--- src/rtl/plab1_imul_int_div_iterative_pkg.sv ---
// Shared MulDiv request format, func encodings and divider FSM states.
// Funcs other than div/rem/remu fall through to unsigned divide.
package plab1_imul_int_div_iterative_pkg;

  localparam int FUNC_W   = 3;
  localparam int A_W      = 32;
  localparam int B_W      = 32;
  localparam int REQ_W    = FUNC_W + A_W + B_W;
  localparam int B_LSB    = 0;
  localparam int A_LSB    = B_W;
  localparam int FUNC_LSB = A_W + B_W;

  localparam logic [2:0] FUNC_MUL  = 3'd0;
  localparam logic [2:0] FUNC_DIV  = 3'd1;
  localparam logic [2:0] FUNC_DIVU = 3'd2;
  localparam logic [2:0] FUNC_REM  = 3'd3;
  localparam logic [2:0] FUNC_REMU = 3'd4;

  typedef struct packed {
    logic [FUNC_W-1:0] func;
    logic [A_W-1:0]    a;
    logic [B_W-1:0]    b;
  } muldiv_req_t;

  typedef enum logic [1:0] {
    ST_IDLE = 2'd0,
    ST_CALC = 2'd1,
    ST_DONE = 2'd2
  } div_state_e;

  function automatic muldiv_req_t unpack_req(input logic [REQ_W-1:0] msg);
    return muldiv_req_t'(msg);
  endfunction

  function automatic logic is_signed_func(input logic [2:0] f);
    return (f == FUNC_DIV) || (f == FUNC_REM);
  endfunction

  function automatic logic is_rem_func(input logic [2:0] f);
    return (f == FUNC_REM) || (f == FUNC_REMU);
  endfunction

  function automatic logic [31:0] neg32(input logic [31:0] x);
    return ~x + 32'd1;
  endfunction

endpackage

--- src/rtl/plab1_imul_int_div_iterative_ctrl.sv ---
// Divider control: IDLE/CALC/DONE FSM with a 6-bit step counter.
// Handshake outputs decode only state and reset, never in_val or out_rdy.
module plab1_imul_IntDivIterCtrl
  import plab1_imul_int_div_iterative_pkg::*;
(
  input  logic       clk,
  input  logic       reset,
  input  logic       in_val,
  input  logic       out_rdy,
  input  logic [2:0] req_func,
  output logic       in_rdy,
  output logic       out_val,
  output logic       load,
  output logic       shift_en,
  output logic       result_en,
  output logic       sel_rem
);

  div_state_e  state_r, next_state_s;
  logic [5:0]  count_r;
  logic [2:0]  func_r;
  logic        in_rdy_s, out_val_s, load_s, shift_en_s, result_en_s;

  // Next-state and control table.
  always_comb begin
    next_state_s = state_r;
    in_rdy_s     = 1'b0;
    out_val_s    = 1'b0;
    load_s       = 1'b0;
    shift_en_s   = 1'b0;
    result_en_s  = 1'b0;
    case (state_r)
      ST_IDLE: begin
        in_rdy_s = !reset;
        load_s   = in_val && !reset;
        if (load_s) next_state_s = ST_CALC;
        else        next_state_s = ST_IDLE;
      end
      ST_CALC: begin
        shift_en_s = 1'b1;
        if (count_r == 6'd1) begin
          result_en_s  = 1'b1;
          next_state_s = ST_DONE;
        end else begin
          next_state_s = ST_CALC;
        end
      end
      ST_DONE: begin
        out_val_s = !reset;
        if (out_rdy) next_state_s = ST_IDLE;
        else         next_state_s = ST_DONE;
      end
      default: next_state_s = ST_IDLE;
    endcase
  end

  // State, step counter and latched func.
  always_ff @(posedge clk) begin
    if (reset) begin
      state_r <= ST_IDLE;
      count_r <= 6'd0;
      func_r  <= 3'd0;
    end else begin
      state_r <= next_state_s;
      if (load_s) begin
        count_r <= 6'd32;
        func_r  <= req_func;
      end else if (shift_en_s) begin
        count_r <= count_r - 6'd1;
      end
    end
  end

  assign in_rdy    = in_rdy_s;
  assign out_val   = out_val_s;
  assign load      = load_s;
  assign shift_en  = shift_en_s;
  assign result_en = result_en_s;
  assign sel_rem   = is_rem_func(func_r);

endmodule

--- src/rtl/plab1_imul_int_div_iterative_dpath.sv ---
// Divider datapath: operand/remainder registers, 33-bit restoring subtractor,
// sign fixup negators and the registered result.
module plab1_imul_IntDivIterDpath
  import plab1_imul_int_div_iterative_pkg::*;
(
  input  logic        clk,
  input  logic        reset,
  input  logic        load,
  input  logic        shift_en,
  input  logic        result_en,
  input  logic        sel_rem,
  input  logic [2:0]  req_func,
  input  logic [31:0] req_a,
  input  logic [31:0] req_b,
  output logic [31:0] result
);

  logic [31:0] rem_hi_r, quo_lo_r, divisor_r, result_r;
  logic        sign_a_r, sign_b_r, div_zero_r;
  logic        sign_a_s, sign_b_s;
  logic [31:0] mag_a_s, mag_b_s;
  logic [63:0] shifted_s;
  logic [32:0] diff_s;
  logic [31:0] next_rem_s, next_quo_s, quo_fix_s, rem_fix_s;

  // Operand magnitudes, one restoring step and the sign/div-by-zero fixup.
  always_comb begin
    sign_a_s  = is_signed_func(req_func) && req_a[31];
    sign_b_s  = is_signed_func(req_func) && req_b[31];
    mag_a_s   = sign_a_s ? neg32(req_a) : req_a;
    mag_b_s   = sign_b_s ? neg32(req_b) : req_b;
    shifted_s = {rem_hi_r[30:0], quo_lo_r, 1'b0};
    diff_s    = {1'b0, shifted_s[63:32]} - {1'b0, divisor_r};
    if (diff_s[32]) begin
      next_rem_s = shifted_s[63:32];
      next_quo_s = shifted_s[31:0];
    end else begin
      next_rem_s = diff_s[31:0];
      next_quo_s = {shifted_s[31:1], 1'b1};
    end
    // With b==0 every step succeeds, so the remainder path already rebuilds a.
    rem_fix_s = sign_a_r ? neg32(next_rem_s) : next_rem_s;
    if (div_zero_r) begin
      quo_fix_s = 32'hFFFF_FFFF;
    end else begin
      quo_fix_s = (sign_a_r ^ sign_b_r) ? neg32(next_quo_s) : next_quo_s;
    end
  end

  // Operand latch on accept, then one shift/subtract step per CALC cycle.
  always_ff @(posedge clk) begin
    if (reset) begin
      rem_hi_r   <= 32'd0;
      quo_lo_r   <= 32'd0;
      divisor_r  <= 32'd0;
      sign_a_r   <= 1'b0;
      sign_b_r   <= 1'b0;
      div_zero_r <= 1'b0;
    end else if (load) begin
      rem_hi_r   <= 32'd0;
      quo_lo_r   <= mag_a_s;
      divisor_r  <= mag_b_s;
      sign_a_r   <= sign_a_s;
      sign_b_r   <= sign_b_s;
      div_zero_r <= (req_b == 32'd0);
    end else if (shift_en) begin
      rem_hi_r   <= next_rem_s;
      quo_lo_r   <= next_quo_s;
    end
  end

  // Result register captures the fixed-up answer on the final CALC step.
  always_ff @(posedge clk) begin
    if (reset) begin
      result_r <= 32'd0;
    end else if (result_en) begin
      result_r <= sel_rem ? rem_fix_s : quo_fix_s;
    end
  end

  assign result = result_r;

endmodule

--- src/rtl/plab1_imul_int_div_iterative.sv ---
// Iterative 32-bit divider serving div/divu/rem/remu with fixed 32-step latency.
module plab1_imul_int_div_iterative
  import plab1_imul_int_div_iterative_pkg::*;
(
  input  logic             clk,
  input  logic             reset,
  input  logic             domain,
  input  logic             in_val,
  output logic             in_rdy,
  input  logic [REQ_W-1:0] in_msg,
  output logic             out_val,
  input  logic             out_rdy,
  output logic [31:0]      out_msg
);

  muldiv_req_t req_s;
  logic        load_s, shift_en_s, result_en_s, sel_rem_s;
  logic        unused_domain_s;

  assign req_s = unpack_req(in_msg);
  // The label only tags the transaction; no datapath decision depends on it.
  assign unused_domain_s = domain;

  plab1_imul_IntDivIterCtrl u_ctrl (
    .clk       (clk),
    .reset     (reset),
    .in_val    (in_val),
    .out_rdy   (out_rdy),
    .req_func  (req_s.func),
    .in_rdy    (in_rdy),
    .out_val   (out_val),
    .load      (load_s),
    .shift_en  (shift_en_s),
    .result_en (result_en_s),
    .sel_rem   (sel_rem_s)
  );

  plab1_imul_IntDivIterDpath u_dpath (
    .clk       (clk),
    .reset     (reset),
    .load      (load_s),
    .shift_en  (shift_en_s),
    .result_en (result_en_s),
    .sel_rem   (sel_rem_s),
    .req_func  (req_s.func),
    .req_a     (req_s.a),
    .req_b     (req_s.b),
    .result    (out_msg)
  );

endmodule

--- config.mk ---
export PLATFORM = sky130hd
export DESIGN_NAME = plab1_imul_int_div_iterative
export DESIGN_NICKNAME = d
export VERILOG_FILES = /design/src/rtl/plab1_imul_int_div_iterative_pkg.sv /design/src/rtl/plab1_imul_int_div_iterative_ctrl.sv /design/src/rtl/plab1_imul_int_div_iterative_dpath.sv /design/src/rtl/plab1_imul_int_div_iterative.sv
export SDC_FILE = /design/constraint.sdc
export NUM_CORES = 1
export LEC_CHECK = 0
export ABC_AREA = 1
export CORE_ASPECT_RATIO = 1.25
export CORE_MARGIN = 10
export CORE_UTILIZATION = 40
export DETAILED_ROUTE_END_ITERATION = 10
export PLACE_DENSITY_LB_ADDON = 0.25
export REMOVE_ABC_BUFFERS = 1
export SETUP_SLACK_MARGIN = 0.1
export SLEW_MARGIN = 40
export SYNTH_ARGS = -nofsm -noshare
export SYNTH_HDL_FRONTEND = slang
export SYNTH_SLANG_ARGS = --single-unit
--- constraint.sdc ---
create_clock -name clk -period 4.85 [get_ports clk]
set_input_delay 1.455 -clock clk [delete_from_list [all_inputs] [get_ports clk]]
set_output_delay 1.455 -clock clk [all_outputs]
set_load 0.01 [all_outputs]
== Yosys cells after proc, flatten, opt, wreduce, memory -nomap -nowiden ==
Cells that the tools add are included.

* Bits in registers: 141
* Output and inout port bits: 34
* Word-level logic and storage cells: 61

* $add $sub $neg: 6
* Equality and inequality tests: 7
* Muxes and demuxes: 22
* Bitwise operators: 5
* Reduce and logical (&&, ||, !) cells: 10

{| class="wikitable"
|+ Operators by type and width
! operator !! number
|-
| 32-bit two-way mux || 9
|-
| 32-bit by 1-bit adder with 32-bit output, second input constant || 4
|-
| 32-bit NOT || 4
|-
| 32-bit by 32-bit subtractor with 33-bit output || 1
|-
| 32-bit zero test || 1
|-
| 6-bit two-way mux || 2
|-
| 1-bit two-way mux || 8
|-
| 3-bit by 2-bit equality test with 1-bit output, second input constant || 2
|-
| 6-bit by 1-bit equality test with 1-bit output, second input constant || 1
|-
| 2-bit one-hot mux with 3 select lines || 1
|-
| 6-bit by 1-bit subtractor with 6-bit output, second input constant || 1
|-
| 2-bit two-way mux || 2
|-
| 3-bit by 1-bit equality test with 1-bit output, second input constant || 1
|-
| 3-bit equality test, second input constant || 1
|-
| 1-bit logical AND || 3
|-
| 2-bit by 1-bit equality test with 1-bit output, second input constant || 1
|-
| 2-bit equality test, second input constant || 1
|-
| 2-bit zero test || 1
|-
| 1-bit logical OR || 2
|-
| 2-bit nonzero test || 1
|-
| 2-bit OR reduction || 1
|-
| 1-bit zero test || 1
|-
| 1-bit XOR || 1
|}

== Depth between registers and ports, before layout ==
* Word-level depth: 7
* Mapped depth: 30
* Mapped depth without buffers: 29

== Cells and area by module ==
A second synthesis with hierarchy kept.

* Cell total of the unflattened synthesis: 2,049
* Area total of the unflattened synthesis: 11,970.2 sq um

{| class="wikitable"
|+ By module, submodules not included
! module !! instances !! cells an instance !! area an instance (sq um) !! seq. area each (sq um)
|-
| plab1_imul_IntDivIterDpath || 1 || 1,972 || 11,372.2 || 2,602.5
|-
| plab1_imul_IntDivIterCtrl || 1 || 77 || 598.1 || 220.2
|}

== Least setup slack after synthesis ==
Ideal clock, no wire load.

* Kind: register to register
* Start: reg u_dpath.divisor_r[11]
* End: reg u_dpath.result_r[26] (netlist: u_dpath.result[26])
* Library setup time: 66 ps
* Arrival time: 3,577 ps
* Required time: 4,784 ps
* Path slack: 1,207 ps
* Cell stages (with the launch flop): 28
* Path buffers: 1
* Clock period less this slack: 3,643 ps
* Path through: dfxtp_1 -> inv_1 -> ha_1 -> nand2_1 -> inv_1 -> nand2_1 -> nand2_1 -> a21oi_1 -> nand2_2 -> nand2_4 -> nand2_8 -> inv_2 -> buf_2 -> ha_1 -> nand2_1 -> nor2_1 -> nand3_1 -> nor3_1 -> nand2_1 -> nor2_1 -> a21oi_1 -> inv_1 -> o21a_1 -> o21ai_0 -> or2_0 -> nand3_1 -> a21oi_1 -> a21oi_2

* Word-level cells in the longest chain between the ends: 7
* Elaborated cells between the ends (all ways): 11

{| class="wikitable"
|+ Ends and longest elaborated chain
! element !! RTL line !! source
|-
| start: declaration || plab1_imul_int_div_iterative_dpath.sv:18 || <nowiki>logic [31:0] rem_hi_r, quo_lo_r, divisor_r, result_r;</nowiki>
|-
| start signal: assignment || plab1_imul_int_div_iterative_dpath.sv:62 || <nowiki>divisor_r <= mag_b_s;</nowiki>
|-
| 32-bit by 32-bit subtractor with 33-bit output (*) || plab1_imul_int_div_iterative_dpath.sv:33 || <nowiki>diff_s = {1'b0, shifted_s[63:32]} - {1'b0, divisor_r};</nowiki>
|-
| 1-bit two-way mux || plab1_imul_int_div_iterative_dpath.sv:34 || <nowiki>if (diff_s[32]) begin</nowiki>
|-
| 32-bit NOT || plab1_imul_int_div_iterative_pkg.sv:44 || <nowiki>return ~x + 32'd1;</nowiki>
|-
| 32-bit by 1-bit adder with 32-bit output || plab1_imul_int_div_iterative_pkg.sv:44 ||
|-
| 32-bit two-way mux || plab1_imul_int_div_iterative_dpath.sv:46 || <nowiki>quo_fix_s = (sign_a_r ^ sign_b_r) ? neg32(next_quo_s) : next_quo_s;</nowiki>
|-
| 32-bit two-way mux || plab1_imul_int_div_iterative_dpath.sv:43 || <nowiki>if (div_zero_r) begin</nowiki>
|-
| 32-bit two-way mux (*) || plab1_imul_int_div_iterative_dpath.sv:77 || <nowiki>result_r <= sel_rem ? rem_fix_s : quo_fix_s;</nowiki>
|-
| end signal: assignment || plab1_imul_int_div_iterative_dpath.sv:77 ||
|-
| end: declaration || plab1_imul_int_div_iterative_dpath.sv:18 ||
|}

Every way passes the cells marked *; elsewhere a longest branch is shown, timed or not.
A chain may end at the register's enable or synchronous reset.

== Worst setup path in the final report ==
* Start: in reset
* End: out in_rdy

* Word-level cells in the longest chain between the ends: 2

{| class="wikitable"
|+ Ends and longest elaborated chain
! element !! RTL line !! source
|-
| start: declaration || plab1_imul_int_div_iterative.sv:6 || <nowiki>input logic reset,</nowiki>
|-
| 1-bit zero test || plab1_imul_int_div_iterative_ctrl.sv:34 || <nowiki>in_rdy_s = !reset;</nowiki>
|-
| 1-bit two-way mux || plab1_imul_int_div_iterative_ctrl.sv:32 || <nowiki>case (state_r)</nowiki>
|-
| end: declaration || plab1_imul_int_div_iterative.sv:9 || <nowiki>output logic in_rdy,</nowiki>
|}

No other way between the ends.

==> run metrics <==
outcome finished clean; Yosys top cell by area dfxtp_1; number of endpoints failing setup at the final stage 0; Routed WL per cell between 15 and 20 µm; synthesized area 12000 µm²; power density over the cells roughly 460 nW/µm²; first-pass GRT wire length 61300 µm; Synth Instances slightly above 2000; kind of critical path primary input to output pin; worst endpoint required time ~3.4 ns; Worst-Margin Slew between 0.9 and 1 ns; Die Span X approximately 170 µm; Clock Skew around 0.010 ns; fin util a little under half; number of H-tree levels 4; Port Buf Inserts between 100 and 150; n_diodes 0; total CTS buffers 17; Synth async-reset ratio 0%; CP max-delay cell clkdlybuf4s50_1; routability cong. about 0.93; Core Area roughly 30000 µm²; Primary FF master, synth dfxtp_1; Detailed Route Iter0 Violations about 760; TritonRoute pass-1 iters 5; Syn Area/Cell ~5.9 µm²; Max-cap violations 0; Tcrit/Tclk final roughly 90%; RSZ-0062 raised after global routing no; initial antenna violation count 1; latest clock arrival within the worst-skew pair 0.44 ns; Hold Violations, Final 0; Initial Util about two fifths; achievable frequency 0.230 GHz; Final Cell Area roughly 14000 µm²; final WL roughly 38000 µm; crit path capture type output pin; min cycle time layout ~4.3 ns; Hold Path Class flop to flop; Area Overhead vs Synth 15.9%; flops & latches, synth ~140; sequential area share after synthesis a little under a quarter; Placed Area 13300 µm²; fin nets around 2200; vias per inst 5.00; crit-path max FO 6; worst path cell trace clkdlybuf4s50_1 -> nor3_1 -> clkdlybuf4s50_1; Yosys warnings 0; dpl hpwl 29900 µm; VDD IR max around 0.25 mV; aggregate global-route resource usage between 20% and 30%; # clock sinks between 100 and 150; root buf cell clkbuf_16; post-route ant nets 0; Max Buffers Root-to-Sink 2; Die Height around 210 µm; Die Area roughly 37000 µm²; layout cell share with drive strength beyond 1 approximately 5.7%; Synth top area share about a quarter; Residual DRC 0; num rows 70; Post-CTS Setup Bufs 0; CP Launch Type primary input; Slew headroom around two fifths; CTS tree yes; clk slew on worst S/H paths approximately 0.060 ns; grt ovf 0; io pins approximately 110; Max stage delay on crit path around 0.60 ns; vias in the first global route approximately 12000; most frequent cell on the critical path clkdlybuf4s50_1; Area contributors post-synth dfxtp_1 (24%), nand2_1 (18%), inv_1 (9.6%); worst path arrival time between 2 and 3 ns; Distinct cells, synth ~50; largest net degree at the start of global routing 69; max-slew violations 0; Post-synth EDFFs 0; LEAKAGE about 6.7 nW; via count ~13000
==> worst max-delay path: cells and delay by family <==
| family | cells | cell delay [ns] |
|---|---|---|
| AND/OR/NAND/NOR | 1 | 0.29 |
| buffers and inverters | 2 | 1.14 |
==> final timing paths <==
kind | from | endpoint | slack, ns | cells after the start
max | reset | in_rdy | 0.51 | 3
min | u_dpath.result[0] | u_dpath.result[0] | 0.47 | 2
max reg2reg | u_dpath.quo_lo_r[31] | u_dpath.result[30] | 0.59 | 24
min reg2reg | u_dpath.result[0] | u_dpath.result[0] | 0.47 | 2
==> cell families after synthesis <==
| logic type | share of synthesized area [%] |
|---|---|
| AO/OA/AOI/OAI | 17.7 |
| XOR/XNOR | 5.27 |
| adder cells (fa/ha/maj) | 4.14 |
| buffers and inverters | 13.0 |
| flip-flops | 23.6 |
| AND/OR/NAND/NOR | 36.3 |
==> power breakdown <==
group / switching [mW] / total [mW] / internal, mW
Combinational: 2.52 / 3.67 / 1.16
Clock: 0.554 / 1.31 / 0.753
Sequential: 0.112 / 1.40 / 1.28
Total: 3.18 / 6.38 / 3.19
==> synthesized netlist by cell type (4+ instances only) <==
library cell,count
nand4_1,24
xor2_1,54
a21oi_1,124
o211ai_1,22
buf_1,6
buf_6,7
nand3_1,125
o31ai_1,8
nand3b_1,5
nand3_2,6
nand2_1,582
clkbuf_1,57
nand2_2,18
a21oi_2,5
nor2_1,184
o21ai_1,5
o21ai_0,155
nor2_2,15
inv_2,6
nor3_1,35
inv_1,305
and2_1,4
o22ai_1,28
o21a_1,4
dfxtp_1,141
ha_1,38
nor4_1,6
a31oi_1,15
xnor2_1,18
==> flip-flops by register name (all words and copies together) (netlist names) <==
register            flops
u_dpath.quo_lo_r       32
u_dpath.divisor_r      32
u_ctrl.state_r          2
u_ctrl.count_r          6
u_dpath.rem_hi_r       31
u_ctrl.func_r           3
u_dpath.div_zero_r      1
u_dpath.sign_b_r        1
u_dpath.sign_a_r        1
u_dpath.result         32
==> stage by stage <==
step / std cells / total power [mW] / TNS (ns) / hold slack [ns] / setup WS, ns
finish: 2510 / 6.38 / 0 / 0.467 / 0.508
global route: 2510 / 6.95 / 0 / 0.511 / 0.111
CTS: 2510 / 6.39 / 0 / 0.469 / 0.485
detailed placement: 2478 / 5.06 / 0 / 0.459 / 0.394
global placement: 2478 / 5.04 / 0 / 0.457 / 0.431
floorplan: 1959 / 4.07 / -29.58 / 0.444 / -0.577
==> per-layer routing <==
metal  track usage (%)  vias up  wire [µm]
li1                  -     6660          -
met3              2.56       58       1200
met1              22.8     5592      16600
met2              37.7      241      19300
met5                 0        -          0
met4              8.23        0       1220
==> cells in the final DEF, fill, tap and decap left out, drive strengths merged <==
master,Yosys,routed
a21oi,131,131
nor4,6,6
or2,1,1
o32ai,1,1
bufinv,0,2
nand3,133,133
ha,38,38
o21bai,2,2
nor2,200,200
dfxtp,141,141
o22ai,28,28
o31ai,8,8
clkinv,3,10
a31oi,15,15
o221ai,3,3
nand2,604,604
xnor2,18,18
clkdlybuf4s50,0,104
buf,18,19
nand4,24,24
xor2,54,54
fa,1,1
o21ai,162,162
clkinvlp,0,5
o211a,1,1
clkbuf,57,17
o21a,4,4
o211ai,22,22
nor3,36,36
nand3b,6,6
a21o,1,1
and2,5,5
inv,311,312
==> area by class of cell <==
cell class	instances	area, µm²
Sequential cell	141	2820
Clock inverter	15	149
Tap cell	396	495
Timing Repair Buffer	123	1180
Inverter	314	1180
Multi-Input combinational cell	1504	7600
Clock buffer	17	425
Fill cell	3201	15500
==> timing repair <==
item / CTS / global route
endpoints found under the setup margin: 0 / 2
gates resized for setup: 0 / 1
hold buffers: 0 / 0
(Power assumes the default switching activity.)
